--- src/rtl/regs_sb.sv ---
// regs_sb: parametrised GPR file with W (execute) and L (load return) write
// ports, combinational bypassed reads, a per-register outstanding-load
// scoreboard and a sequential zero-fill sweep instead of storage reset.
//
// Optional feature macro: REGS_SB_SCOREBOARD_EN
//   defined   : busy bits, iss_ld/iss_rd, flush and hz_a/hz_b are active
//   undefined : no busy bits, hz_a/hz_b tied to 0, iss_ld/iss_rd/flush ignored
//
// Ports
//   clk, rst_n                  clock, async active-low reset
//   ra_a/ra_b -> rd_a/rd_b      read ports (combinational, bypassed)
//   hz_a/hz_b                   read register has an outstanding load
//   w_we/w_addr/w_data          W write port (wins over L on same address)
//   l_we/l_addr/l_data          L write port, also clears busy
//   iss_ld/iss_rd               load issue, sets busy
//   flush                       clear all busy bits
//   clr_req                     start a full storage clear sweep
//   ready                       storage valid (0 while sweeping)
//   dbg_addr -> dbg_data        raw storage read, no bypass
module regs_sb #(
   parameter int unsigned XLEN = 32,
   parameter int unsigned NREG = 32,
   localparam int unsigned AW  = $clog2(NREG)
) (
   input  logic            clk,
   input  logic            rst_n,
   input  logic [AW-1:0]   ra_a,
   input  logic [AW-1:0]   ra_b,
   output logic [XLEN-1:0] rd_a,
   output logic [XLEN-1:0] rd_b,
   output logic            hz_a,
   output logic            hz_b,
   input  logic            w_we,
   input  logic [AW-1:0]   w_addr,
   input  logic [XLEN-1:0] w_data,
   input  logic            l_we,
   input  logic [AW-1:0]   l_addr,
   input  logic [XLEN-1:0] l_data,
   input  logic            iss_ld,
   input  logic [AW-1:0]   iss_rd,
   input  logic            flush,
   input  logic            clr_req,
   output logic            ready,
   input  logic [AW-1:0]   dbg_addr,
   output logic [XLEN-1:0] dbg_data
);

   localparam logic [0:0] SWEEP = 1'b0;
   localparam logic [0:0] READY = 1'b1;

   logic [0:0]      state, state_nxt;
   logic [AW-1:0]   ptr, ptr_nxt;
   logic            ready_nxt;
   logic            rdy_st;
   logic            w_ok, l_ok;
   logic [XLEN-1:0] regs [0:NREG-1];

   // Nonzero architectural register address
   function automatic logic in_rng(input logic [AW-1:0] a);
      return (a != '0) && (32'(a) < NREG);
   endfunction

   assign rdy_st = (state == READY);

   // State register
   always_ff @(posedge clk or negedge rst_n) begin
      if (!rst_n) begin
         state <= SWEEP;
         ptr   <= AW'(1);
         ready <= 1'b0;
      end else begin
         state <= state_nxt;
         ptr   <= ptr_nxt;
         ready <= ready_nxt;
      end
   end

   // Next-state: sweep walks 1..NREG-1, clr_req restarts it
   always_comb begin
      state_nxt = state;
      ptr_nxt   = ptr;
      case (state)
         SWEEP: begin
            ptr_nxt = ptr + AW'(1);
            if (ptr == AW'(NREG - 1)) begin
               state_nxt = READY;
               ptr_nxt   = AW'(1);
            end
         end
         default: begin
            if (clr_req) begin
               state_nxt = SWEEP;
               ptr_nxt   = AW'(1);
            end
         end
      endcase
      ready_nxt = (state_nxt == READY);
   end

   // Write qualification; W takes the address when both ports collide
   assign w_ok = rdy_st && !clr_req && w_we && in_rng(w_addr);
   assign l_ok = rdy_st && !clr_req && l_we && in_rng(l_addr) &&
                 !(w_ok && (w_addr == l_addr));

   // Storage has no reset; the sweep zero-fills it
   always_ff @(posedge clk) begin
      if (!rdy_st) begin
         regs[ptr] <= '0;
      end else begin
         if (w_ok) regs[w_addr] <= w_data;
         if (l_ok) regs[l_addr] <= l_data;
      end
   end

   // Read port A with W-then-L bypass
   always_comb begin
      rd_a = '0;
      if (rdy_st && in_rng(ra_a)) begin
         if (w_we && (w_addr == ra_a))      rd_a = w_data;
         else if (l_we && (l_addr == ra_a)) rd_a = l_data;
         else                               rd_a = regs[ra_a];
      end
   end

   // Read port B with W-then-L bypass
   always_comb begin
      rd_b = '0;
      if (rdy_st && in_rng(ra_b)) begin
         if (w_we && (w_addr == ra_b))      rd_b = w_data;
         else if (l_we && (l_addr == ra_b)) rd_b = l_data;
         else                               rd_b = regs[ra_b];
      end
   end

   assign dbg_data = in_rng(dbg_addr) ? regs[dbg_addr] : '0;

`ifdef REGS_SB_SCOREBOARD_EN
   logic [NREG-1:0] busy, busy_nxt;

   // Busy update: flush/sweep clear all, issue beats a same-cycle return
   always_comb begin
      busy_nxt = busy;
      if (!rdy_st || clr_req || flush) begin
         busy_nxt = '0;
      end else begin
         for (int unsigned r = 1; r < NREG; r++) begin
            if (iss_ld && (iss_rd == AW'(r)))      busy_nxt[r] = 1'b1;
            else if (l_we && (l_addr == AW'(r)))   busy_nxt[r] = 1'b0;
         end
      end
   end

   always_ff @(posedge clk or negedge rst_n) begin
      if (!rst_n) busy <= '0;
      else        busy <= busy_nxt;
   end

   // A same-cycle load return to the read address resolves via bypass
   assign hz_a = rdy_st && in_rng(ra_a) && busy[ra_a] &&
                 !(l_we && (l_addr == ra_a));
   assign hz_b = rdy_st && in_rng(ra_b) && busy[ra_b] &&
                 !(l_we && (l_addr == ra_b));
`else
   logic unused_sb;
   assign unused_sb = ^{iss_ld, iss_rd, flush};
   assign hz_a = 1'b0;
   assign hz_b = 1'b0;
`endif

endmodule
--- config.mk ---
export PLATFORM = sky130hd
export DESIGN_NAME = regs_sb
export DESIGN_NICKNAME = d
export VERILOG_FILES = /design/src/rtl/regs_sb.sv
export SDC_FILE = /design/constraint.sdc
export NUM_CORES = 2
export LEC_CHECK = 0
export ABC_AREA = 0
export BUFFER_PORTS_ARGS = -buffer_cell sky130_fd_sc_hd__buf_4
export CAP_MARGIN = 20
export CORE_ASPECT_RATIO = 1.4
export CORE_MARGIN = 3
export CORE_UTILIZATION = 55
export CTS_CLUSTER_DIAMETER = 150
export DETAILED_ROUTE_END_ITERATION = 8
export PLACE_DENSITY = 0.86
export SYNTH_ARGS = -nofsm -noshare
export SYNTH_HDL_FRONTEND = slang
export SYNTH_SLANG_ARGS = --single-unit
--- constraint.sdc ---
create_clock -name clk -period 4.1 [get_ports clk]
set_input_delay 0.82 -clock clk [delete_from_list [all_inputs] [get_ports clk]]
set_output_delay 0.82 -clock clk [all_outputs]
set_load 0.03 [all_outputs]
### Word level (Yosys, flattened, before mapping)

Memory sizes are Yosys's and may differ from the RTL's.
Cells that the tools add are included.
W data, S select, Z words.

| storage, ports and cells | value |
|---|---|
| register bits | 6 |
| bits in latches | 0 |
| memory bits (writable) | 1024 |
| ROM bits | 0 |
| input port bits | 101 |
| output and inout port bits | 99 |
| word-level logic and storage cells | 55 |
| memories kept | 1 |

| cells by class | value |
|---|---|
| add/sub/neg operators | 1 |
| multiply operators | 0 |
| div/mod/pow operators | 0 |
| order comparisons | 0 |
| equality and inequality tests | 7 |
| shift-type cells | 0 |
| muxes and demuxes | 23 |
| bitwise logic cells | 0 |
| reductions and logical operators | 21 |

Memory list:

| name | words | width | rd ports | clocked after memory_dff | wr ports | line | RTL |
|---|---|---|---|---|---|---|---|
| regs | 32 | 32 | 3 | 0 | 2 | 56 | `logic [XLEN-1:0] regs [0:NREG-1];` |

Operator list:

| cell | number |
|---|---|
| $mux W32 | 8 |
| $reduce_or A32 Y1 | 1 |
| $eq A5 B5 Y1 | 5 |
| $reduce_bool A5 Y1 | 5 |
| $mux W5 | 4 |
| $logic_and A1 B1 Y1 | 13 |
| $mux W1 | 11 |
| $add A5 B1 Y5 const B | 1 |
| $eq A5 B5 Y1 const B | 1 |
| $logic_not A1 Y1 | 2 |
| $ne A2 B2 Y1 const B | 1 |

### Longest topological paths before layout

| logic depth | value |
|---|---|
| word-level depth | 10 |
| mapped depth | 8 |
| gate-level depth less buffers | 5 |

### Worst setup path after synthesis

Ideal clock, no wire load.

| timing path | value |
|---|---|
| path kind | input to register |
| start point | input clr_req |
| end point | memory regs[1][0] (enable) |
| setup time | 466 ps |
| arrival time | 4576 ps |
| data required time | 3634 ps |
| slack | -942 ps |
| cell stages on the path | 8 |
| buffers on the path | 3 |
| cells stage by stage | and3b_1 buf_2 a21boi_4 buf_2 buf_2 mux2i_1 nand2_1 o21ai_0 |

RTL lines:

| what | line | RTL |
|---|---|---|
| start: declaration | 42 | `input logic clr_req,` |
| end: declaration | 56 |  |

### Final worst setup path

| timing path | value |
|---|---|
| start point | input ra_b[0] |
| end point | output rd_b[20] |

| on the way | value |
|---|---|
| word-level cells in the longest chain between the ends | 5 |
| elaborated cells between the ends (all ways) | 10 |
| those cells by class | eq/ne: 2; mux: 3; reduce/logical: 4; memory: 1 |

Ends and longest elaborated chain:

| what | line | RTL |
|---|---|---|
| start: declaration | 28 | `input logic [AW-1:0] ra_b,` |
| branches (longest 4 deep; another with $mem_v2 Z32 W32) | - |  |
| $mux W32 (*) | 128 | `if (rdy_st && in_rng(ra_b)) begin` |
| end: declaration | 30 | `output logic [XLEN-1:0] rd_b,` |

Every way passes the cells marked *.

==> summary.md <==
| Metric | Value |
|---|---|
| IO buf count | 190 |
| Startpoint types | input pin |
| Final core occ | 62.6% |
| Starting density of the core | about 56% |
| Initial antenna violation count | 25 |
| Layout Area Growth over Synthesis | 12.5% |
| Worst Reg-to-Reg Cells | 8 |
| Slew Limit Fails | 0 |
| Commonest non-fill, non-tap cell in the layout | edfxtp_1 |
| Final nets | between 4000 and 5000 |
| Avg Synthesized Cell Area | 16.8 µm² |
| Residual DRC count | 1 |
| Final period util | 99.3% |
| CTS buffer count | 100 |
| DRT iter0 DRCs | 11100 |
| Top post-synthesis cells by area | edfxtp_1, mux4_2, mux2_2, mux2_1, buf_2 |
| Routability Congestion | approximately 0.9 |
| Achievable Freq | between 200 and 250 MHz |
| Worst path required time | 3.28 ns |
| Failing checks | DRC |
| Crit-path most repeated cell | buf_4 |
| Core area | 126000 µm² |
| Die width | between 300 and 400 µm |
| Setup TNS | 0 ns |
| Hold_ws | 0.437 ns |
| Row cnt | 154 |
| Global-route wire length before repair | 380000 µm |
| Via count of the first global-routing pass | 50800 |
| Largest net degree at the start of global routing | 65 |
| Most frequent cells in the layout | edfxtp_1, mux4_2, mux2_2 |
| Top_reg_cell synth | edfxtp_1 |
| Worst slew pin tran | 1.11 ns |
| R2R Setup Slk | between 0.6 and 0.7 ns |
| CTS HTree Levels | 3 |
| ANT nets after route | 0 |
| Worst-path cell chain | buf_8 > xor2_1 > nor4_1 > buf_4 > a2111oi_4 > buf_12 > a22oi_1 > o221ai_1 > buf_4 |
| Routed vias/inst | 8.54 |
| Top cell type by total area after synthesis | edfxtp_1 |
| # clock sinks | 1030 |
| Status | finished, violations left |
| Routed WL per cell | roughly 46 µm |
| Min cycle time layout | 4.07 ns |
| Reg2Reg Launch Point | rdy_st$_DFF_PN0_ |
| TritonRoute pass-1 iters | 9 |
| Crit Path Category | in -> out |
| Netlist Area Pre-Place | 70300 µm² |
| Die Span Y | 429 µm |
| Total power | 31.9 mW |
| Register clock-pin slew on the reported worst setup and hold paths | 0.06 ns |
| Clk_skew | 0.0360 ns |
| Critical path's slowest cell | o221ai_1 |
| Slew margin rel. | between 20 and 30% |
| FFs w/ async S/R, synth | 0.583% |
| Hold crit path type | in -> async |
| DP Area | approximately 76000 µm² |
| CP max stage delay | 0.56 ns |
| Ratio of cells with drive above 1 in the final layout | just under 60% |
| P per Cell Area | 403 nW/µm² |
| # Max-Cap Violations | 0 |
| Bufs on Longest Clock Path | 3 |
| CP max FO | 22 |
| Final HPWL DP | 162000 µm |
| Yosys reg bits | between 1000 and 1500 |
| FF-to-FF End | regs[22][16]$_DFFE_PP_ |
| Final instance area | 79100 µm² |
| Root buf cell | clkbuf_16 |
| Vias | 51200 |
| Die ar. | 132000 µm² |
| Max VDD drop | 0.000370 V |
| Clock latency on the worst-skew pair | slightly below 0.8 ns |
| Sequential fraction of the synthesis area | 43.9% |
| Final Setup Violations | 0 |
| Num ports | 200 |
| Fill count | 8361 |
| CP endpoint kind | output port |
| Unique masters post-synth | 56 |
| Post-Route WL | 274000 µm |
| GRT overflow | 0 |
| Tot GR Track Use | 41.1% |
| Leak pwr | 27.3 nW |
| Yosys warns | 0 |
| Post-synth EDFFs | slightly above 1000 |
| Post-synth top area share | 43.7% |
| Final Hold Vio Count | 0 |
| RSZ-0062 raised after global routing | no |
| Cell count after synthesis | around 4200 |
| TritonCTS clock tree | yes |
| Critical Path AT | 3.25 ns |
-- cell type report --
cell class	count	area [µm²]	area share [%]
Multi-Input combinational cell	2452	36700	46.3
Inverter	104	390	0.493
Tap cell	1638	2050	2.59
Clock buffer	116	2630	3.32
Clock inverter	69	519	0.656
Antenna cell	19	47.5	0.0601
Sequential cell	1030	30900	39.1
Timing Repair Buffer	563	5920	7.49
-- synth_stat cells, drive strengths merged (14+ instances only) --
| cell type | n |
|---|---|
| a22oi | 62 |
| xor2 | 14 |
| o21bai | 16 |
| nand4 | 64 |
| o21ai | 50 |
| nand2 | 64 |
| clkbuf | 272 |
| inv | 104 |
| edfxtp | 1024 |
| buf | 320 |
| o221ai | 64 |
| and2 | 54 |
| mux2 | 999 |
| nor2 | 22 |
| mux4 | 952 |
-- registers in the layout, indices dropped and copies added (netlist names) --
signal	flops
ptr	5
rdy_st	1
regs	1024
-- layer usage --
metal,track usage (%),vias up,share of wire [%]
met5,0.0738,-,0.057
met4,34.9,20,11
li1,-,17800,-
met3,20.6,1961,19
met2,56.5,6364,41
met1,47.8,25000,28
-- how the worst max path moves through the flow --
stage	startpoint	end	cells past startpoint
after CTS	ra_a[0]	rd_a[13]	7
after global placement	ra_a[0]	rd_a[10]	7
after floorplan	clr_req	regs[13][0]$_DFFE_PP_	8
after detailed placement	ra_a[0]	rd_a[14]	9
after global routing	ra_a[0]	rd_a[12]	9
final	ra_b[0]	rd_b[20]	9
-- through the flow --
stage	setup WS [ns]	instances
floorplan	-0.781	4178
global placement	0.145	5786
detailed placement	0.130	5786
CTS	0.114	5972
global route	0.0170	5974
finish	0.0280	5991
-- cell families after synthesis --
| group | share of synthesized area (%) |
|---|---|
| xor gates and xnor gates | 0.336 |
| AOI/OAI and AO/OA | 2.55 |
| and+or+nand+nor | 1.86 |
| buffers and inverters | 4.75 |
| muxes | 46.5 |
| DFF | 43.9 |
| other | 0.00533 |
| adders and majority gates | 0.0356 |
-- power breakdown --
group / total, mW / switching (mW) / internal (mW)
logic: 8.45 / 4.85 / 3.60
registers: 14.1 / 0.975 / 13.2
clock network: 9.28 / 4.37 / 4.91
-- critical path: cells and delay by family --
kind	cells	cell delay [ns]
XOR/XNOR	1	0.20
AND/OR/NAND/NOR	1	0.07
AO/OA/AOI/OAI	3	1.03
buffers and inverters	4	1.01
-- timing repair --
action | 4_1_cts | 5_1_grt
hold buffers | 1 | 0
setup endpoints to repair | 0 | 2
hold endpoints to repair | 5 | 0
resized for setup | 0 | 2
setup buffers | 0 | 0
Power figures use the tool's default switching activity.
